**config.mk**
```make
export PLATFORM = sky130hd
export DESIGN_NAME = tx_frame_feeder
export DESIGN_NICKNAME = d
export VERILOG_FILES = /design/src/rtl/crc_fsk_pkg.sv /design/src/rtl/tx_byte_fifo.sv /design/src/rtl/tx_frame_feeder.sv
export SDC_FILE = /design/constraint.sdc
export NUM_CORES = 1
export LEC_CHECK = 0
export ABC_AREA = 1
export CORE_MARGIN = 10
export CORE_UTILIZATION = 40
export DETAILED_ROUTE_END_ITERATION = 10
export GPL_TIMING_DRIVEN = 0
export PLACE_DENSITY = 0.55
export SYNTH_ARGS = -nofsm -noshare
export SYNTH_HDL_FRONTEND = slang
export SYNTH_SLANG_ARGS = --single-unit
```
**constraint.sdc**
```tcl
create_clock -name sys_clk -period 5.51 [get_ports sys_clk]
set_clock_uncertainty 0.05 [all_clocks]
set_input_delay 0.551 -clock sys_clk [delete_from_list [all_inputs] [get_ports sys_clk]]
set_output_delay 0.551 -clock sys_clk [all_outputs]
set_load 0.05 [all_outputs]
```
**src/rtl/crc_fsk_pkg.sv**
```systemverilog
// Shared constants and types for the CRC/FSK link.
// Holds frame geometry, idle byte and the feeder FSM state enum.
package crc_fsk_pkg;

   localparam int         FRAME_SYMBOLS     = 16;
   localparam int         SYM_CNT_W         = 4;
   localparam logic [7:0] DEFAULT_IDLE_BYTE = 8'h00;

   typedef enum logic [1:0] {
      ST_OFF      = 2'd0,
      ST_RUN_IDLE = 2'd1,
      ST_RUN_DATA = 2'd2
   } tx_feed_state_t;

endpackage

```
**src/rtl/tx_byte_fifo.sv**
```systemverilog
// Byte FIFO with wrap-bit pointers; head byte is shown combinationally.
// Push is ignored when full, pop is ignored when empty.
module tx_byte_fifo #(
   parameter int DEPTH = 8,
   parameter int PW    = $clog2(DEPTH) + 1
) (
   input  logic          i_clk,
   input  logic          i_rst,
   input  logic          i_push,
   input  logic          i_pop,
   input  logic [7:0]    i_wdata,
   output logic [7:0]    o_rdata,
   output logic          o_full,
   output logic          o_empty,
   output logic [PW-1:0] o_level
);

   logic [7:0]    r_mem [DEPTH];
   logic [PW-1:0] r_wptr;
   logic [PW-1:0] r_rptr;
   logic          w_do_push;
   logic          w_do_pop;

   assign o_full    = (r_wptr[PW-1] != r_rptr[PW-1]) &&
                      (r_wptr[PW-2:0] == r_rptr[PW-2:0]);
   assign o_empty   = (r_wptr == r_rptr);
   assign o_level   = r_wptr - r_rptr;
   assign o_rdata   = r_mem[r_rptr[PW-2:0]];
   assign w_do_push = i_push && !o_full;
   assign w_do_pop  = i_pop && !o_empty;

   // Pointer advance; reset discards all contents.
   always_ff @(posedge i_clk or posedge i_rst) begin
      if (i_rst) begin
         r_wptr <= '0;
         r_rptr <= '0;
      end else begin
         if (w_do_push) r_wptr <= r_wptr + PW'(1);
         if (w_do_pop)  r_rptr <= r_rptr + PW'(1);
      end
   end

   // Storage write; contents need no reset.
   always_ff @(posedge i_clk) begin
      if (w_do_push) r_mem[r_wptr[PW-2:0]] <= i_wdata;
   end

endmodule

```
**src/rtl/tx_frame_feeder.sv**
```systemverilog
// One byte per 16-symbol frame to the CRC encoder, fed from a FIFO.
// Optional frame statistics with TX_FEEDER_STATS_EN.
module tx_frame_feeder
   import crc_fsk_pkg::*;
#(
   parameter int         DEPTH     = 8,
   parameter logic [7:0] IDLE_BYTE = DEFAULT_IDLE_BYTE
) (
   input  logic                   sys_clk,
   input  logic                   reset,
   input  logic [SYM_CNT_W-1:0]   sign_cnt,
   input  logic                   tx_en,
   input  logic                   wr_valid,
   input  logic [7:0]             wr_data,
   output logic                   wr_ready,
   output logic [7:0]             tx_data,
   output logic                   tx_data_valid,
   output logic                   frame_start,
   output logic [$clog2(DEPTH):0] fifo_level
`ifdef TX_FEEDER_STATS_EN
   ,
   output logic [15:0]            data_frames,
   output logic [15:0]            idle_frames
`endif
);

   localparam int LW = $clog2(DEPTH) + 1;

   tx_feed_state_t       r_state;
   tx_feed_state_t       w_state_nxt;
   logic [SYM_CNT_W-1:0] r_sign_cnt_q;
   logic [7:0]           r_tx_data;
   logic                 r_tx_valid;
   logic                 r_frame_start;
   logic [7:0]           w_data_nxt;
   logic                 w_valid_nxt;
   logic                 w_boundary;
   logic                 w_push;
   logic                 w_pop;
   logic                 w_full;
   logic                 w_empty;
   logic [7:0]           w_head;
   logic [LW-1:0]        w_level;

   assign w_boundary    = (sign_cnt == '0) && (r_sign_cnt_q != '0);
   assign w_push        = wr_valid && !w_full;
   assign wr_ready      = !w_full;
   assign tx_data       = r_tx_data;
   assign tx_data_valid = r_tx_valid;
   assign frame_start   = r_frame_start;
   assign fifo_level    = w_level;

   tx_byte_fifo #(
      .DEPTH (DEPTH),
      .PW    (LW)
   ) u_fifo (
      .i_clk   (sys_clk),
      .i_rst   (reset),
      .i_push  (w_push),
      .i_pop   (w_pop),
      .i_wdata (wr_data),
      .o_rdata (w_head),
      .o_full  (w_full),
      .o_empty (w_empty),
      .o_level (w_level)
   );

   // Frame decision at each boundary: off, idle or pop a byte.
   always_comb begin
      w_state_nxt = r_state;
      w_pop       = 1'b0;
      w_data_nxt  = r_tx_data;
      w_valid_nxt = r_tx_valid;
      if (w_boundary) begin
         if (!tx_en) begin
            w_state_nxt = ST_OFF;
            w_data_nxt  = IDLE_BYTE;
            w_valid_nxt = 1'b0;
         end else if (!w_empty) begin
            w_state_nxt = ST_RUN_DATA;
            w_pop       = 1'b1;
            w_data_nxt  = w_head;
            w_valid_nxt = 1'b1;
         end else begin
            w_state_nxt = ST_RUN_IDLE;
            w_data_nxt  = IDLE_BYTE;
            w_valid_nxt = 1'b0;
         end
      end
   end

   // State, held frame outputs and symbol counter history.
   always_ff @(posedge sys_clk or posedge reset) begin
      if (reset) begin
         r_state       <= ST_OFF;
         r_sign_cnt_q  <= '0;
         r_tx_data     <= IDLE_BYTE;
         r_tx_valid    <= 1'b0;
         r_frame_start <= 1'b0;
      end else begin
         r_state       <= w_state_nxt;
         r_sign_cnt_q  <= sign_cnt;
         r_tx_data     <= w_data_nxt;
         r_tx_valid    <= w_valid_nxt;
         r_frame_start <= w_boundary;
      end
   end

`ifdef TX_FEEDER_STATS_EN
   logic [15:0] r_data_frames;
   logic [15:0] r_idle_frames;

   assign data_frames = r_data_frames;
   assign idle_frames = r_idle_frames;

   // Saturating per-boundary frame counters.
   always_ff @(posedge sys_clk or posedge reset) begin
      if (reset) begin
         r_data_frames <= '0;
         r_idle_frames <= '0;
      end else if (w_boundary) begin
         if (w_state_nxt == ST_RUN_DATA) begin
            if (r_data_frames != 16'hFFFF)
               r_data_frames <= r_data_frames + 16'd1;
         end else begin
            if (r_idle_frames != 16'hFFFF)
               r_idle_frames <= r_idle_frames + 16'd1;
         end
      end
   end
`endif

endmodule

```
==> results of run 1 <==
## how the worst min path moves through the flow
| stage | from | end | slack (ns) | depth (start not counted) |
|---|---|---|---|---|
| 2_1_floorplan | u_fifo.r_wptr[0]$_DFFE_PP0P_ | u_fifo.r_wptr[0]$_DFFE_PP0P_ | 0.47 | 2 |
| 3_3_place_gp | tx_data[7]$_DFFE_PP0P_ | tx_data[7]$_DFFE_PP0P_ | 0.41 | 2 |
| 3_5_place_dp | tx_data[7]$_DFFE_PP0P_ | tx_data[7]$_DFFE_PP0P_ | 0.41 | 2 |
| 4_1_cts | tx_data[7]$_DFFE_PP0P_ | tx_data[7]$_DFFE_PP0P_ | 0.43 | 2 |
| 5_1_grt | tx_data[0]$_DFFE_PP0P_ | tx_data[0]$_DFFE_PP0P_ | 0.47 | 2 |
| 6_report | tx_data[7]$_DFFE_PP0P_ | tx_data[7]$_DFFE_PP0P_ | 0.43 | 2 |
## flip-flops by register name, indices dropped and copies added (netlist names)
name,cells
frame_start,1
r_sign_cnt_q,4
tx_data,8
tx_data_valid,1
u_fifo.r_mem,64
u_fifo.r_rptr,4
u_fifo.r_wptr,4
## power breakdown
group          switching [mW]  leakage [nW]  total (mW)  internal [mW]
Sequential             0.0584         0.857       0.886          0.828
Combinational           0.842         0.982        1.22          0.382
Clock                   0.213        0.0884       0.420          0.206
Total                    1.11          1.93        2.53           1.42
## per-layer routing
layer / up-vias / track usage / wire [um]
met2: 61 / 0.2038 / 4186
met3: 9 / 0.03357 / 406
li1: 1251 / - / -
met5: - / 0 / 0
met1: 1185 / 0.1616 / 3893
met4: 0 / 0.04096 / 98
## placed cells by master (no fill, tap or decap), drive strengths merged
cell type | netlist | final
bufinv | 0 | 1
buf | 13 | 13
a21oi | 1 | 1
ha | 5 | 5
nand3 | 42 | 42
clkinvlp | 0 | 1
nor2 | 14 | 14
inv | 45 | 45
clkdlybuf4s50 | 0 | 30
o21ai | 9 | 9
and2 | 1 | 1
dfrtp | 22 | 22
edfxtp | 64 | 64
xnor2 | 2 | 2
clkinv | 1 | 4
xor2 | 4 | 4
nand2 | 139 | 139
clkbuf | 0 | 11
fa | 1 | 1
## metrics by stage
step | instance area [um2] | hold WS [ns] | power (mW) | util | setup slack [ns]
floorplan | 3826 | 0.4683 | 1.755 | - | 2.799
global placement | 4288 | 0.4122 | 2.131 | 0.4619 | 2.281
detailed placement | 4288 | 0.4147 | 2.143 | 0.4619 | 2.275
CTS | 4469 | 0.4346 | 2.559 | 0.4814 | 1.904
global route | 4469 | 0.4684 | 2.702 | 0.4814 | 1.786
finish | 4469 | 0.4276 | 2.530 | 0.4814 | 1.946
## kinds of logic after synthesis
group / after synthesis
and+or+nand+nor: 196
DFF: 86
buffers and inverters: 59
AOI/OAI and AO/OA: 10
xor gates and xnor gates: 6
adders and majority gates: 6
## layout make-up
type	instances	share of cell area
plain buffers	13	0.02072
clock buffers	11	0.02940
clock inverters	5	0.01120
inverters	46	0.03919
multi-input cells	218	0.2430
flip-flops and latches	86	0.5532
well taps	129	0.03611
repair buffers	30	0.06719
## worst register-to-register path: cells and delay by family, from the launching register on
family / cells / cell delay (ns)
buf+inv: 4 / 0.76
flops: 1 / 0.40
fa+ha+maj: 1 / 0.32
simple gates: 6 / 1.14
==> impl_metrics.tcl, run 1 <==
set metrics [dict create \
    ant_nets 0 \
    worst_path_dominant_cell_family "buffers and inverters" \
    filler_cell_count 890 \
    p_per_area_mw_per_mm2 566.1 \
    synth_area_in_compound_gates 0.01406 \
    setup-violations-final 0 \
    synth-warning-count 0 \
    drc 0 \
    setup_repair_after_global_routing_missed_its_margin "false" \
    ir_drop_uv 232.3 \
    fp.dieH_um 117.8 \
    yosysSeqAreaShare 0.6462 \
    port-buffer-count 30 \
    synth.top_cells.by_count "sky130_fd_sc_hd__nand2_1 (130), sky130_fd_sc_hd__edfxtp_1 (64), sky130_fd_sc_hd__inv_1 (40), sky130_fd_sc_hd__nand3_1 (34), sky130_fd_sc_hd__dfrtp_1 (22)" \
    detailedRoute.firstIterationViolations 103 \
    crit_required_ns 4.91 \
    grt-ovfl-total 0 \
    ys_async_sr_fraction 0.2558 \
    clk_pin_slew_ns 0.08 \
    outcome "finished clean" \
    min_period_over_period 0.6468 \
    antenna_cells_inserted 0 \
    average_footprint_of_a_synthesized_cell_um2 10.54 \
    via_per_inst 4.658 \
    min_period_ns 3.564 \
    mappedNetlistArea_mm2 0.003826 \
    post-cts-setup-buffer-count 0 \
    path_buf_inv 4 \
    synthXorXnorAreaFrac 0.01373 \
    crit-reg2reg-capture "u_fifo.r_mem[2][4]$_DFFE_PP_" \
    power.leakage_nw 1.927 \
    rows 35 \
    max_cap_viol_count 0 \
    criticalPathCategory "reg2out" \
    regArea_mm2 0.002472 \
    cts_inserted_buffers 9 \
    synth.ff_latch_count 86 \
    gp_congestion 0.7779 \
    synth_cells 363 \
    dp_hpwl_mm 5.517 \
    cts_hold_buf 0 \
    yosys.cell_count.top_type "sky130_fd_sc_hd__nand2_1" \
    r2r_setup_slack_ns 2.45 \
    initial_standard_cell_utilization_of_the_core 0.4121 \
    dpl.cell_count 522 \
    floorplan.io_pins 31 \
    area_of_the_die_mm2 0.01388 \
    tightest_slew_margin_relative_to_the_limit 0.3421 \
    post_route_setup_tns_ns 0 \
    hold_violations 0 \
    max_stage_delay_ns 0.82 \
    number_of_synthesized_flops_with_an_enable_pin 64 \
    wirelength_mm 8.585 \
    post_cts_resize_count 0 \
    r2r.worst_path.cells 11 \
    num_vias 2506 \
    critical_path_cell_count 8 \
    worst_pin_slew_ns 0.9832 \
    synth_top_cell_area_share 0.5023 \
    cts_htree_levels 3 \
    number_of_antenna_violations_at_the_first_check_in_global_routing 0 \
    clockBufferDepth 2 \
    critPathSlowestCell "sky130_fd_sc_hd__clkdlybuf4s50_1" \
    post_synth_fa_ha_maj_area_fraction 0.02158 \
    core_area_mm2 0.009284 \
    final_cells 538 \
    kind_of_end_point_of_the_critical_path "primary output" \
    design.final.nets 426 \
    multi_input_gate_area_mm2 0.001086 \
    drive_above_1_share 0.1222 \
    path_type_of_the_worst_min_delay_path "reg2reg" \
    wire_length_of_the_first_global_routing_pass_mm 13.50 \
    synthDominantAreaCellType "sky130_fd_sc_hd__edfxtp_1" \
    dominant_combinational_cell_family_by_area_after_synthesis "simple AND/OR/NAND/NOR gates" \
    clock_tree_from_tritoncts "built" \
    timing.critical_path.fanout_max 10 \
    post_synth_num_cell_types 26 \
    synth_nets 385 \
    grt_usage 0.1266 \
    clock-sinks 86 \
    die-width_um 117.8 \
    area_growth_syn_to_layout_pct 16.81 \
    synthMuxAreaShare 0 \
    startpoint "u_fifo.r_rptr[1]$_DFFE_PP0P_" \
    slew_viols_final 0 \
    cp_data_arrival_time_ns 2.96 \
    via_count_of_the_first_global_routing_pass 2466 \
    fraction_of_the_mapped_netlist_area_in_simple_logic_gates 0.2345 \
    detail_route.wl_per_cell_um 15.96 \
    critical_path.endpoint "fifo_level[3]" \
    cp_cell_sequence "buf_2 -> inv_2 -> buf_4 -> ha_1 -> nand2_2 -> o21ai_0 -> xor2_1 -> clkdlybuf4s50_1" \
    timing.fmax_ghz 0.2806 \
    crit_path_start_kind "register" \
    grt_max_degree 23 \
    clockRootBuffer "sky130_fd_sc_hd__clkbuf_8" \
    drt_pass1_iterations 4 \
    synthFlopType "sky130_fd_sc_hd__edfxtp_1" \
    synthTopCellsByArea "sky130_fd_sc_hd__edfxtp_1 (50%), sky130_fd_sc_hd__dfrtp_1 (14%), sky130_fd_sc_hd__nand2_1 (13%)" \
    clk-insertion-delay-late_ns 0.34 \
    worstReg2RegStart "u_fifo.r_rptr[1]$_DFFE_PP0P_" \
]
Power figures use the tool's default switching activity.
==> inputs of run 2 (changes only) <==
--- a/config.mk
+++ b/config.mk
@@ -10,7 +10,7 @@
 export CORE_UTILIZATION = 40
 export DETAILED_ROUTE_END_ITERATION = 10
 export GPL_TIMING_DRIVEN = 0
-export PLACE_DENSITY = 0.55
+export PLACE_DENSITY = 0.58
 export SYNTH_ARGS = -nofsm -noshare
 export SYNTH_HDL_FRONTEND = slang
 export SYNTH_SLANG_ARGS = --single-unit
==> constraint.sdc (replaced) <==
create_clock -name sys_clk -period 3.1 [get_ports sys_clk]
set_clock_uncertainty 0.05 [all_clocks]
set_input_delay 0.31 -clock sys_clk [delete_from_list [all_inputs] [get_ports sys_clk]]
set_output_delay 0.31 -clock sys_clk [all_outputs]
set_load 0.05 [all_outputs]
==> impl_metrics.tcl, run 2 (synthesis gave the netlist of run 1 again) <==
set metrics [dict create \
    combinational_group_share_of_total_power 0.470 \
    final_cells 538 \
    clockRootBuffer "sky130_fd_sc_hd__clkbuf_8" \
    via_per_inst 4.567 \
    ant_nets 0 \
    cts_inserted_buffers 9 \
    post_route_setup_tns_ns 0 \
    worst_pin_slew_ns 0.9450 \
    area_of_the_die_mm2 0.01388 \
    grt_max_degree 23 \
    num_vias 2457 \
    seqPwrFrac 0.343 \
    design.final.nets 426 \
    min_period_ns 2.901 \
    cts_hold_buf 0 \
    power.leakage_nw 1.951 \
    kind_of_end_point_of_the_critical_path "primary output" \
    internal_power_mw 2.589 \
    timing.critical_path.fanout_max 10 \
    rows 35 \
    wire_length_of_the_first_global_routing_pass_mm 13.09 \
    filler_cell_count 893 \
    p_per_area_mw_per_mm2 1016 \
    outcome "finished clean" \
    floorplan.io_pins 31 \
    total_switching_power_mw 2.004 \
    port-buffer-count 30 \
    finalPower_mw 4.593 \
    layout.cells.most_common "sky130_fd_sc_hd__nand2_1" \
    wirelength_mm 8.226 \
    grt-ovfl-total 0 \
    clk_pin_slew_ns 0.08 \
    fp.dieH_um 117.8 \
    dpl.cell_count 522 \
    cts_htree_levels 3 \
    criticalPathCategory "reg2out" \
    die-width_um 117.8 \
    setup_repair_after_global_routing_missed_its_margin "false" \
    gp_congestion 0.7892 \
    crit_required_ns 2.74 \
    initial_standard_cell_utilization_of_the_core 0.4121 \
    timing.final.ws_setup_ns 0.1988 \
    number_of_antenna_violations_at_the_first_check_in_global_routing 0 \
    setup-violations-final 0 \
    largest_register_ff_count 64 \
    dp_hpwl_mm 5.504 \
    path_type_of_the_worst_min_delay_path "in2reg" \
    drt_pass1_iterations 4 \
    crit_path_start_kind "register" \
    clock-sinks 86 \
    drc 0 \
    cp_data_arrival_time_ns 2.54 \
    area_growth_syn_to_layout_pct 18.18 \
    ir_drop_uv 479.0 \
    max_cap_viol_count 0 \
    antenna_cells_inserted 0 \
    detailedRoute.firstIterationViolations 149 \
    clockBufferDepth 2 \
    clockPowerShare 0.188 \
    via_count_of_the_first_global_routing_pass 2435 \
    final_cell_mix "sky130_fd_sc_hd__nand2_1 (130), sky130_fd_sc_hd__edfxtp_1 (64), sky130_fd_sc_hd__inv_1 (40)" \
    grt_usage 0.1206 \
    timing.fmax_ghz 0.3447 \
    core_area_mm2 0.009284 \
    min_period_over_period 0.9359 \
    clock_tree_from_tritoncts "built" \
    sw_frac_of_total 0.4363 \
    hold_violations 0 \
    drive_above_1_share 0.1491 \
    slew_viols_final 0 \
    tightest_slew_margin_relative_to_the_limit 0.3693 \
    post-place-ws_ns 0.03632 \
    detail_route.wl_per_cell_um 15.29 \
    clk-insertion-delay-late_ns 0.35 \
]
-- run 2: cell count changes in the layout (fill, tap and decap cells not counted), sizes merged --
cell	before	now
clkbuf	11	10
inv	45	48
dlymetal6s2s	0	1
bufinv	1	2
clkdlybuf4s50	30	28
clkinvlp	1	0
clkinv	4	3
-- run 2: repair_timing --
item / CTS / global route
cloned: 0 / 0
buffers inserted: 0 / 0
endpoints found under the setup margin: 1 / 40
resized for setup: 1 / 10
-- run 2: layer usage --
metal / GRT usage / wire, um / share of wire / vias to the layer above
li1: - / - / - / 1249
met1: 0.1464 / 3412 / 0.41 / 1129
met2: 0.2028 / 4136 / 0.50 / 71
met3: 0.03357 / 528 / 0.064 / 8
met4: 0.03709 / 148 / 0.018 / 0
met5: 0 / 0 / 0 / -
-- run 2: critical path, cell delays in order (launching register included) --
cell and delay (ns):
sky130_fd_sc_hd__dfrtp_1 0.35, sky130_fd_sc_hd__clkinv_1 0.32, sky130_fd_sc_hd__ha_1 0.47, sky130_fd_sc_hd__xnor2_1 0.20
sky130_fd_sc_hd__clkdlybuf4s50_1 0.84
-- run 2: worst paths after layout --
path	startpoint	end	depth (start not counted)	slack (ns)
max	u_fifo.r_rptr[2]$_DFFE_PP0P_	fifo_level[2]	4	0.20
min	sign_cnt[1]	r_sign_cnt_q[1]$_DFF_PP0_	1	0.37
max reg2reg	u_fifo.r_rptr[1]$_DFFE_PP0P_	u_fifo.r_mem[5][7]$_DFFE_PP_	11	0.31
min reg2reg	tx_data[7]$_DFFE_PP0P_	tx_data[7]$_DFFE_PP0P_	2	0.43
max in group asynchronous	reset	tx_data[2]$_DFFE_PP0P_	2	2.00
min in group asynchronous	reset	r_sign_cnt_q[2]$_DFF_PP0_	2	0.42
-- run 2: power by group through the flow --
stage                     clock, mW  sequential, mW  combinational (mW)
after floorplan                   0            1.77                1.35
after global placement            0            1.60                2.16
after detailed placement          0            1.60                2.19
after CTS                     0.879            1.58                2.18
after global routing          0.927            1.60                2.37
final                         0.862            1.57                2.16
-- run 2: final cells by class --
cell class	count	area, um2	area share
timing repair buffer	30	297.8	0.06586
clock inverter	7	95.09	0.02103
tap	129	161.4	0.03569
clock buffer	9	123.9	0.02739
sequential	86	2472	0.5468
inverter	46	175.2	0.03874
buffer	13	92.59	0.02048
multi-input combinational	218	1104	0.2441
-- run 2: stage by stage --
step | util | area (um2) | hold slack, ns
floorplan | - | 3826 | 0.2492
global placement | 0.4619 | 4288 | 0.4116
detailed placement | 0.4619 | 4288 | 0.4167
CTS | 0.4853 | 4506 | 0.3611
global route | 0.4871 | 4522 | 0.3577
finish | 0.4871 | 4522 | 0.3707
